`config.mk`:
```
export PLATFORM = sky130hd
export DESIGN_NAME = float_div_flat
export DESIGN_NICKNAME = d
export VERILOG_FILES = /design/src/rtl/float_pkg.sv /design/src/rtl/float_div_if.sv /design/src/rtl/mant_div_step.sv /design/src/rtl/float_div.sv /design/src/flat_wrapper.sv
export SDC_FILE = /design/constraint.sdc
export NUM_CORES = 1
export LEC_CHECK = 0
export CAP_MARGIN = 20
export CORE_ASPECT_RATIO = 1.25
export CORE_MARGIN = 2
export CORE_UTILIZATION = 46
export CTS_CLUSTER_DIAMETER = 60
export DETAILED_ROUTE_END_ITERATION = 12
export HOLD_SLACK_MARGIN = 0.15
export PLACE_DENSITY = 0.73
export SETUP_SLACK_MARGIN = 0.15
export SLEW_MARGIN = 5
export SYNTH_ARGS = -nofsm -noshare
export SYNTH_HDL_FRONTEND = slang
export SYNTH_HIERARCHICAL = 1
export SYNTH_SLANG_ARGS = --single-unit
```
`constraint.sdc`:
```
create_clock -name clk -period 4.4 [get_ports clk]
set_clock_uncertainty 0.15 [all_clocks]
set_input_delay 0.66 -clock clk [delete_from_list [all_inputs] [get_ports clk]]
set_output_delay 0.66 -clock clk [all_outputs]
set_load 0.05 [all_outputs]
```
`src/rtl/float_pkg.sv`:
```
// Shared constants and types for the iterative bfloat16 divider.
package float_pkg;

  localparam int EXP_W    = 8;
  localparam int FRAC_W   = 7;
  localparam int EXP_BIAS = 127;
  localparam int Q_BITS   = FRAC_W + 2;
  localparam int REM_W    = FRAC_W + 3;

  localparam logic [15:0]      QNAN    = 16'h7FC0;
  localparam logic [EXP_W-1:0] EXP_MAX = 8'hFF;

  // Flag positions within the big-endian flags vector [0:3]
  localparam int FLAG_INV = 0;
  localparam int FLAG_DZ  = 1;
  localparam int FLAG_OVF = 2;
  localparam int FLAG_UNF = 3;

  typedef enum logic [1:0] {
    IDLE = 2'd0,
    CALC = 2'd1,
    NORM = 2'd2,
    DONE = 2'd3
  } state_e;

endpackage

```
`src/rtl/float_div_if.sv`:
```
// Operand and result handshakes of the bfloat16 divider.
interface float_div_if;
  logic        in_valid;
  logic        in_ready;
  logic [0:15] num1;
  logic [0:15] num2;
  logic        out_valid;
  logic        out_ready;
  logic [0:15] out;
  logic [0:3]  flags;

  modport master (
    output in_valid, num1, num2, out_ready,
    input  in_ready, out_valid, out, flags
  );

  modport slave (
    input  in_valid, num1, num2, out_ready,
    output in_ready, out_valid, out, flags
  );
endinterface

```
`src/rtl/mant_div_step.sv`:
```
// One restoring-division step: compare, optionally subtract, shift left.
module mant_div_step
  import float_pkg::*;
(
  input  logic [REM_W-1:0]  rem_i,
  input  logic [FRAC_W:0]   div_i,
  output logic              q_o,
  output logic [REM_W-1:0]  rem_o
);

  logic [REM_W-1:0] div_ext;
  logic [REM_W-1:0] diff;

  assign div_ext = {2'b00, div_i};
  assign q_o     = (rem_i >= div_ext);

  // Keep the difference when the divisor fits, otherwise the old remainder
  always_comb begin
    diff  = rem_i - div_ext;
    rem_o = (q_o ? diff : rem_i) << 1;
  end

endmodule

```
`src/rtl/float_div.sv`:
```
// Iterative bfloat16 divider: restoring mantissa division, one bit per cycle.
module float_div
  import float_pkg::*;
(
  input  logic        clk,
  input  logic        rst_n,
  float_div_if.slave  bus
);

  localparam logic [3:0] CNT_LAST = 4'(Q_BITS - 1);

  state_e             state_q, state_d;
  logic               s_q, s_d;
  logic [EXP_W-1:0]   e1_q, e1_d, e2_q, e2_d;
  logic [FRAC_W:0]    m2_q, m2_d;
  logic [REM_W-1:0]   rem_q, rem_d;
  logic [Q_BITS-1:0]  quo_q, quo_d;
  logic [3:0]         cnt_q, cnt_d;
  logic [0:15]        out_q, out_d;
  logic [0:3]         flags_q, flags_d;
  logic               out_valid_q, out_valid_d;

  logic               step_q;
  logic [REM_W-1:0]   step_rem;

  logic signed [9:0]  e1_ext, e2_ext, exp_n;
  logic [FRAC_W-1:0]  frac_n;
  logic               zero1, zero2;
  logic [0:15]        res_out;
  logic [0:3]         res_flags;

  mant_div_step u_step (
    .rem_i (rem_q),
    .div_i (m2_q),
    .q_o   (step_q),
    .rem_o (step_rem)
  );

  assign bus.in_ready  = (state_q == IDLE);
  assign bus.out_valid = out_valid_q;
  assign bus.out       = out_q;
  assign bus.flags     = flags_q;

  // Normalise the quotient and resolve the special cases into a result word
  always_comb begin
    e1_ext = signed'({2'b00, e1_q});
    e2_ext = signed'({2'b00, e2_q});
    exp_n  = e1_ext - e2_ext + signed'(10'(EXP_BIAS))
             - (quo_q[Q_BITS-1] ? 10'sd0 : 10'sd1);
    frac_n = quo_q[Q_BITS-1] ? quo_q[Q_BITS-2:1] : quo_q[Q_BITS-3:0];
    zero1  = (e1_q == '0);
    zero2  = (e2_q == '0);
    res_flags = '0;
    res_out   = {s_q, exp_n[EXP_W-1:0], frac_n};
    if (e1_q == EXP_MAX || e2_q == EXP_MAX || (zero1 && zero2)) begin
      res_out = QNAN;
      res_flags[FLAG_INV] = 1'b1;
    end else if (zero2) begin
      res_out = {s_q, EXP_MAX, {FRAC_W{1'b0}}};
      res_flags[FLAG_DZ] = 1'b1;
    end else if (zero1) begin
      res_out = {s_q, {(EXP_W+FRAC_W){1'b0}}};
    end else if (exp_n >= 10'sd255) begin
      res_out = {s_q, EXP_MAX, {FRAC_W{1'b0}}};
      res_flags[FLAG_OVF] = 1'b1;
    end else if (exp_n <= 10'sd0) begin
      res_out = {s_q, {(EXP_W+FRAC_W){1'b0}}};
      res_flags[FLAG_UNF] = 1'b1;
    end
  end

  // Next-state and datapath updates for IDLE/CALC/NORM/DONE
  always_comb begin
    state_d     = state_q;
    s_d         = s_q;
    e1_d        = e1_q;
    e2_d        = e2_q;
    m2_d        = m2_q;
    rem_d       = rem_q;
    quo_d       = quo_q;
    cnt_d       = cnt_q;
    out_d       = out_q;
    flags_d     = flags_q;
    out_valid_d = out_valid_q;
    unique case (state_q)
      IDLE: begin
        if (bus.in_valid) begin
          s_d     = bus.num1[0] ^ bus.num2[0];
          e1_d    = bus.num1[1:8];
          e2_d    = bus.num2[1:8];
          m2_d    = {1'b1, bus.num2[9:15]};
          rem_d   = {2'b00, 1'b1, bus.num1[9:15]};
          quo_d   = '0;
          cnt_d   = '0;
          flags_d = '0;
          state_d = CALC;
        end
      end
      CALC: begin
        rem_d = step_rem;
        quo_d = {quo_q[Q_BITS-2:0], step_q};
        cnt_d = cnt_q + 4'd1;
        if (cnt_q == CNT_LAST) state_d = NORM;
      end
      NORM: begin
        out_d       = res_out;
        flags_d     = res_flags;
        out_valid_d = 1'b1;
        state_d     = DONE;
      end
      DONE: begin
        if (bus.out_ready) begin
          out_valid_d = 1'b0;
          state_d     = IDLE;
        end
      end
      default: state_d = IDLE;
    endcase
  end

  // State and datapath registers; reset aborts any operation in flight
  always_ff @(posedge clk or negedge rst_n) begin
    if (!rst_n) begin
      state_q     <= IDLE;
      s_q         <= 1'b0;
      e1_q        <= '0;
      e2_q        <= '0;
      m2_q        <= '0;
      rem_q       <= '0;
      quo_q       <= '0;
      cnt_q       <= '0;
      out_q       <= '0;
      flags_q     <= '0;
      out_valid_q <= 1'b0;
    end else begin
      state_q     <= state_d;
      s_q         <= s_d;
      e1_q        <= e1_d;
      e2_q        <= e2_d;
      m2_q        <= m2_d;
      rem_q       <= rem_d;
      quo_q       <= quo_d;
      cnt_q       <= cnt_d;
      out_q       <= out_d;
      flags_q     <= flags_d;
      out_valid_q <= out_valid_d;
    end
  end

endmodule

```
`src/flat_wrapper.sv`:
```
// flat-port wrapper written by rule: the top's interface ports become plain ports
module float_div_flat import float_pkg::*;
  (clk, rst_n, bus_in_valid, bus_num1, bus_num2, bus_out_ready, bus_in_ready, bus_out_valid, bus_out, bus_flags);
  float_div_if bus_i ();
  input  logic clk;
  input  logic rst_n;
  input wire logic [$bits(bus_i.in_valid)-1:0] bus_in_valid;
  input wire logic [$bits(bus_i.num1)-1:0] bus_num1;
  input wire logic [$bits(bus_i.num2)-1:0] bus_num2;
  input wire logic [$bits(bus_i.out_ready)-1:0] bus_out_ready;
  output wire logic [$bits(bus_i.in_ready)-1:0] bus_in_ready;
  output wire logic [$bits(bus_i.out_valid)-1:0] bus_out_valid;
  output wire logic [$bits(bus_i.out)-1:0] bus_out;
  output wire logic [$bits(bus_i.flags)-1:0] bus_flags;
  assign bus_i.in_valid = bus_in_valid;
  assign bus_i.num1 = bus_num1;
  assign bus_i.num2 = bus_num2;
  assign bus_i.out_ready = bus_out_ready;
  assign bus_in_ready = bus_i.in_ready;
  assign bus_out_valid = bus_i.out_valid;
  assign bus_out = bus_i.out;
  assign bus_flags = bus_i.flags;
  float_div u_core (.clk(clk), .rst_n(rst_n), .bus(bus_i));
endmodule
```
==> insert_results.sql <==
INSERT INTO impl_metrics (metric_group, metric, value, unit) VALUES
('sta', 'timing.final.crit_share', '0.916', ''),
('placed_design', 'buffer_ports.inserted', '57', ''),
('cells_and_area', 'finalNetCount', '605', ''),
('outcome', 'run_status', 'completed', ''),
('logic_synthesis', 'synth_top_area_cell', 'sky130_fd_sc_hd__dfrtp_1', ''),
('setup_path', 'r2r-start', 'u_core/e1_q[0]$_DFFE_PN0P_', ''),
('floorplanning', 'effective_utilization_at_floorplan', '0.472', ''),
('cts', 'cts-htree-levels', '3', ''),
('logic_synthesis', 'post_synth_most_frequent_cells', 'sky130_fd_sc_hd__dfrtp_1 (71), sky130_fd_sc_hd__nand2_1 (43), sky130_fd_sc_hd__inv_1 (38)', ''),
('sta', 'final_hold_viol_count', '0', ''),
('global_route', 'grt_start_max_net_pins', '48', ''),
('floorplanning', 'die_ar', '11200', 'um2'),
('global_route', 'number_of_global_route_vias_before_repair', '3867', ''),
('logic_synthesis', 'cell_with_the_most_instances_after_synthesis', 'sky130_fd_sc_hd__dfrtp_1', ''),
('routing', 'wire_per_inst', '16.2', 'um'),
('routing', 'route.antenna.remaining_nets', '0', ''),
('sta', 'timing_worst_slew_pin_value', '0.852', 'ns'),
('floorplanning', 'die_height', '118', 'um'),
('sta', 'report.final.slew_viol_count', '0', ''),
('logic_synthesis', 'yosys_warnings', '6', ''),
('routing', 'route.detailed.drc', '0', ''),
('floorplanning', 'count_of_standard_cell_rows', '41', ''),
('cells_and_area', 'flow.area_growth_from_synthesis', '21.0', '%'),
('setup_path', 'worst-path-max-fanout', '8', ''),
('placed_design', 'routabilityCongestion', '0.921', ''),
('sta', 'fin_crit', '4.03', 'ns'),
('logic_synthesis', 'synth_fp_nets', '553', ''),
('cts', 'worstSkewPairLatency', '0.33', 'ns'),
('logic_synthesis', 'ys_top_cells_by_area', 'sky130_fd_sc_hd__dfrtp_1 (37%), sky130_fd_sc_hd__ha_1 (7.9%), sky130_fd_sc_hd__mux2_2 (6.2%)', ''),
('placed_design', 'dp_hpwl', '7870', 'um'),
('logic_synthesis', 'synthCells', '484', ''),
('setup_path', 'critical_path.endpoint_type', 'flop', ''),
('setup_path', 'worst-r2r-cell-count', '16', ''),
('global_route', 'global_router_s_overall_resource_usage', '0.206', ''),
('setup_path', 'required', '4.46', 'ns'),
('logic_synthesis', 'synthArstFlopShare', '1.00', ''),
('floorplanning', 'pin_count', '58', ''),
('routing', 'drt-pass1-iter-count', '4', ''),
('setup_path', 'critPathKind', 'flop to flop', ''),
('cts', 'clockRootBuffer', 'sky130_fd_sc_hd__clkbuf_16', ''),
('floorplanning', 'core_footprint', '10100', 'um2'),
('global_route', 'antenna_violations_before_repair', '0', ''),
('setup_path', 'crit_path_start_kind', 'flop', ''),
('sta', 'grt_setup_unrepaired', 'false', ''),
('logic_synthesis', 'synth_area', '4750', 'um2'),
('logic_synthesis', 'synthDominantCellAreaShare', '0.374', ''),
('setup_path', 'r2r_slack', '0.37', 'ns'),
('cts', 'tritoncts', 'yes', ''),
('global_route', 'grt_pass1_wl', '18200', 'um'),
('routing', 'post_drt_via_cell_ratio', '5.76', ''),
('cells_and_area', 'drive_above_1_share', '0.137', ''),
('logic_synthesis', 'yosysSeqAreaShare', '0.374', ''),
('cells_and_area', 'final.fill_count', '893', ''),
('cts', 'worst_case_clock_buffer_depth', '2', ''),
('flow_run', 'timing.max_cap.violations', '0', ''),
('sta', 'finalSetupTns', '0', 'ns'),
('global_route', 'grt_overflow', '0', ''),
('cells_and_area', 'insertedDiodeCount', '0', ''),
('cts', 'clock_sinks', '71', ''),
('logic_synthesis', 'number_of_unique_standard_cell_types_used_by_synthesis', '81', ''),
('routing', 'routed_wirelength', '10800', 'um'),
('logic_synthesis', 'synth_flop_cell', 'sky130_fd_sc_hd__dfrtp_1', ''),
('hold_path', 'hold_path_class', 'primary input to async pin', ''),
('setup_path', 'worstReg2RegEnd', 'u_core/bus.out[15]$_DFFE_PN0P_', ''),
('routing', 'drt_iter0_drc', '130', ''),
('sta', 'setup_violations', '0', ''),
('cts', 'cts-buffers-inserted', '9', ''),
('cts', 'clock_slew_seen_by_the_registers_of_the_worst_setup_and_hold_paths', '0.06', 'ns'),
('floorplanning', 'die_w', '94.9', 'um'),
('logic_synthesis', 'synth-edff-count', '0', ''),
('setup_path', 'arrival', '4.09', 'ns'),
('sta', 'achievable-frequency', '0.248', 'GHz'),
('routing', 'route.vias.total', '3849', ''),
('logic_synthesis', 'number_of_flip_flops_and_latches_in_the_synthesized_netlist', '71', ''),
('sta', 'timing.slew.headroom', '0.430', ''),
('logic_synthesis', 'syn_avg_cell_area', '9.81', 'um2');
-- through the flow --
step	std cells	instance area [um2]	utilization	hold WS [ns]	setup WS, ns
global route	668	5740	0.571	0.155	0.126
finish	668	5740	0.571	0.128	0.368
CTS	666	5670	0.563	0.325	0.242
detailed placement	652	5390	0.536	0.305	0.268
global placement	652	5390	0.536	0.304	0.351
floorplan	484	4750	-	0.214	0.572
-- final cells by class --
| cell class | instances | area [um2] | share of cell area |
|---|---|---|---|
| clock buffers | 11 | 253 | 0.0440 |
| clock inverters | 3 | 20.0 | 0.00349 |
| inverters | 39 | 146 | 0.0255 |
| multi-input cells | 352 | 2760 | 0.481 |
| flip-flops and latches | 71 | 1780 | 0.309 |
| well taps | 129 | 161 | 0.0281 |
| repair buffers | 63 | 623 | 0.108 |
-- flip-flops by register name (all words and copies together), names as in the netlist --
| name | cells |
|---|---|
| u_core/e1_q | 8 |
| u_core/bus.flags | 4 |
| u_core/cnt_q | 4 |
| u_core/rem_q | 10 |
| u_core/quo_q | 9 |
| u_core/s_q | 1 |
| u_core/bus.out | 16 |
| u_core/e2_q | 8 |
| u_core/state_q | 2 |
| u_core/bus.out_valid | 1 |
| u_core/m2_q | 8 |
-- cell families after synthesis --
logic type                 Yosys count  share of synthesized area
and+or+nand+nor                    139                      0.154
AOI/OAI and AO/OA                  124                      0.204
DFF                                 71                      0.374
buffers and inverters               61                     0.0540
muxes                               44                     0.0997
adders and majority gates           33                     0.0917
xor gates and xnor gates            11                     0.0219
other                                1                   0.000790
-- layout by cell type, fill, tap and decap left out, types with 3 or more instances in the layout --
cell / instances
sky130_fd_sc_hd__buf_4: 5
sky130_fd_sc_hd__mux2i_1: 18
sky130_fd_sc_hd__or2_2: 4
sky130_fd_sc_hd__nand3_1: 6
sky130_fd_sc_hd__nor4_1: 4
sky130_fd_sc_hd__and2_1: 4
sky130_fd_sc_hd__dfrtp_1: 71
sky130_fd_sc_hd__inv_1: 38
sky130_fd_sc_hd__a311oi_1: 7
sky130_fd_sc_hd__mux2_2: 26
sky130_fd_sc_hd__o21ai_0: 25
sky130_fd_sc_hd__and3_1: 3
sky130_fd_sc_hd__ha_1: 30
sky130_fd_sc_hd__xor2_2: 3
sky130_fd_sc_hd__o31ai_1: 3
sky130_fd_sc_hd__nand2_1: 43
sky130_fd_sc_hd__nor3_1: 10
sky130_fd_sc_hd__xor2_1: 3
sky130_fd_sc_hd__nor2_1: 27
sky130_fd_sc_hd__nor2b_1: 4
sky130_fd_sc_hd__clkdlybuf4s50_1: 56
sky130_fd_sc_hd__a22o_1: 13
sky130_fd_sc_hd__nand4_1: 8
sky130_fd_sc_hd__or3_1: 4
sky130_fd_sc_hd__o21a_1: 8
sky130_fd_sc_hd__clkbuf_16: 9
sky130_fd_sc_hd__xnor2_1: 5
sky130_fd_sc_hd__a21o_1: 4
sky130_fd_sc_hd__o41ai_1: 6
sky130_fd_sc_hd__a21oi_1: 12
sky130_fd_sc_hd__nor3b_1: 3
sky130_fd_sc_hd__o21bai_1: 3
sky130_fd_sc_hd__nand2b_1: 6
-- critical path: stages, from the launching register on --
cell and delay [ns]:
sky130_fd_sc_hd__dfrtp_1 0.41, sky130_fd_sc_hd__inv_1 0.07, sky130_fd_sc_hd__ha_1 0.20, sky130_fd_sc_hd__inv_1 0.07
sky130_fd_sc_hd__fa_2 0.39, sky130_fd_sc_hd__a21o_4 0.25, sky130_fd_sc_hd__a21oi_2 0.18, sky130_fd_sc_hd__xnor2_1 0.17
sky130_fd_sc_hd__ha_1 0.30, sky130_fd_sc_hd__o21ai_0 0.09, sky130_fd_sc_hd__o21bai_1 0.08, sky130_fd_sc_hd__a21o_1 0.25
sky130_fd_sc_hd__xor2_2 0.18, sky130_fd_sc_hd__or4_1 0.60, sky130_fd_sc_hd__o31ai_4 0.23, sky130_fd_sc_hd__buf_4 0.20
sky130_fd_sc_hd__o41ai_1 0.09
-- per-layer routing --
metal	global-route usage	wire, um	vias up
met4	0.0779	242	0
met3	0.0371	367	17
met1	0.239	4330	1893
met5	0	0	-
li1	-	-	1862
met2	0.369	5900	77
-- repair_timing --
action / in CTS / in global routing
setup buffers: 0 / 1
setup endpoints to repair: 0 / 16
resized for setup: 0 / 8
hold buffers: 0 / 0
-- how the worst max path moves through the flow --
stage / startpoint / endpoint / slack [ns]
after floorplan: u_core/e1_q[0]$_DFFE_PN0P_ / u_core/bus.out[10]$_DFFE_PN0P_ / 0.57
after global placement: u_core/e1_q[0]$_DFFE_PN0P_ / u_core/bus.out[12]$_DFFE_PN0P_ / 0.35
after detailed placement: u_core/e1_q[0]$_DFFE_PN0P_ / u_core/bus.out[14]$_DFFE_PN0P_ / 0.27
after CTS: u_core/e1_q[0]$_DFFE_PN0P_ / u_core/bus.out[11]$_DFFE_PN0P_ / 0.24
after global routing: u_core/e1_q[0]$_DFFE_PN0P_ / u_core/bus.out[11]$_DFFE_PN0P_ / 0.13
final: u_core/e1_q[0]$_DFFE_PN0P_ / u_core/bus.out[15]$_DFFE_PN0P_ / 0.37
Power is left out: the tool's default activity adds up to more than one toggle a clock period on the data nets, which glitch-free logic cannot reach.
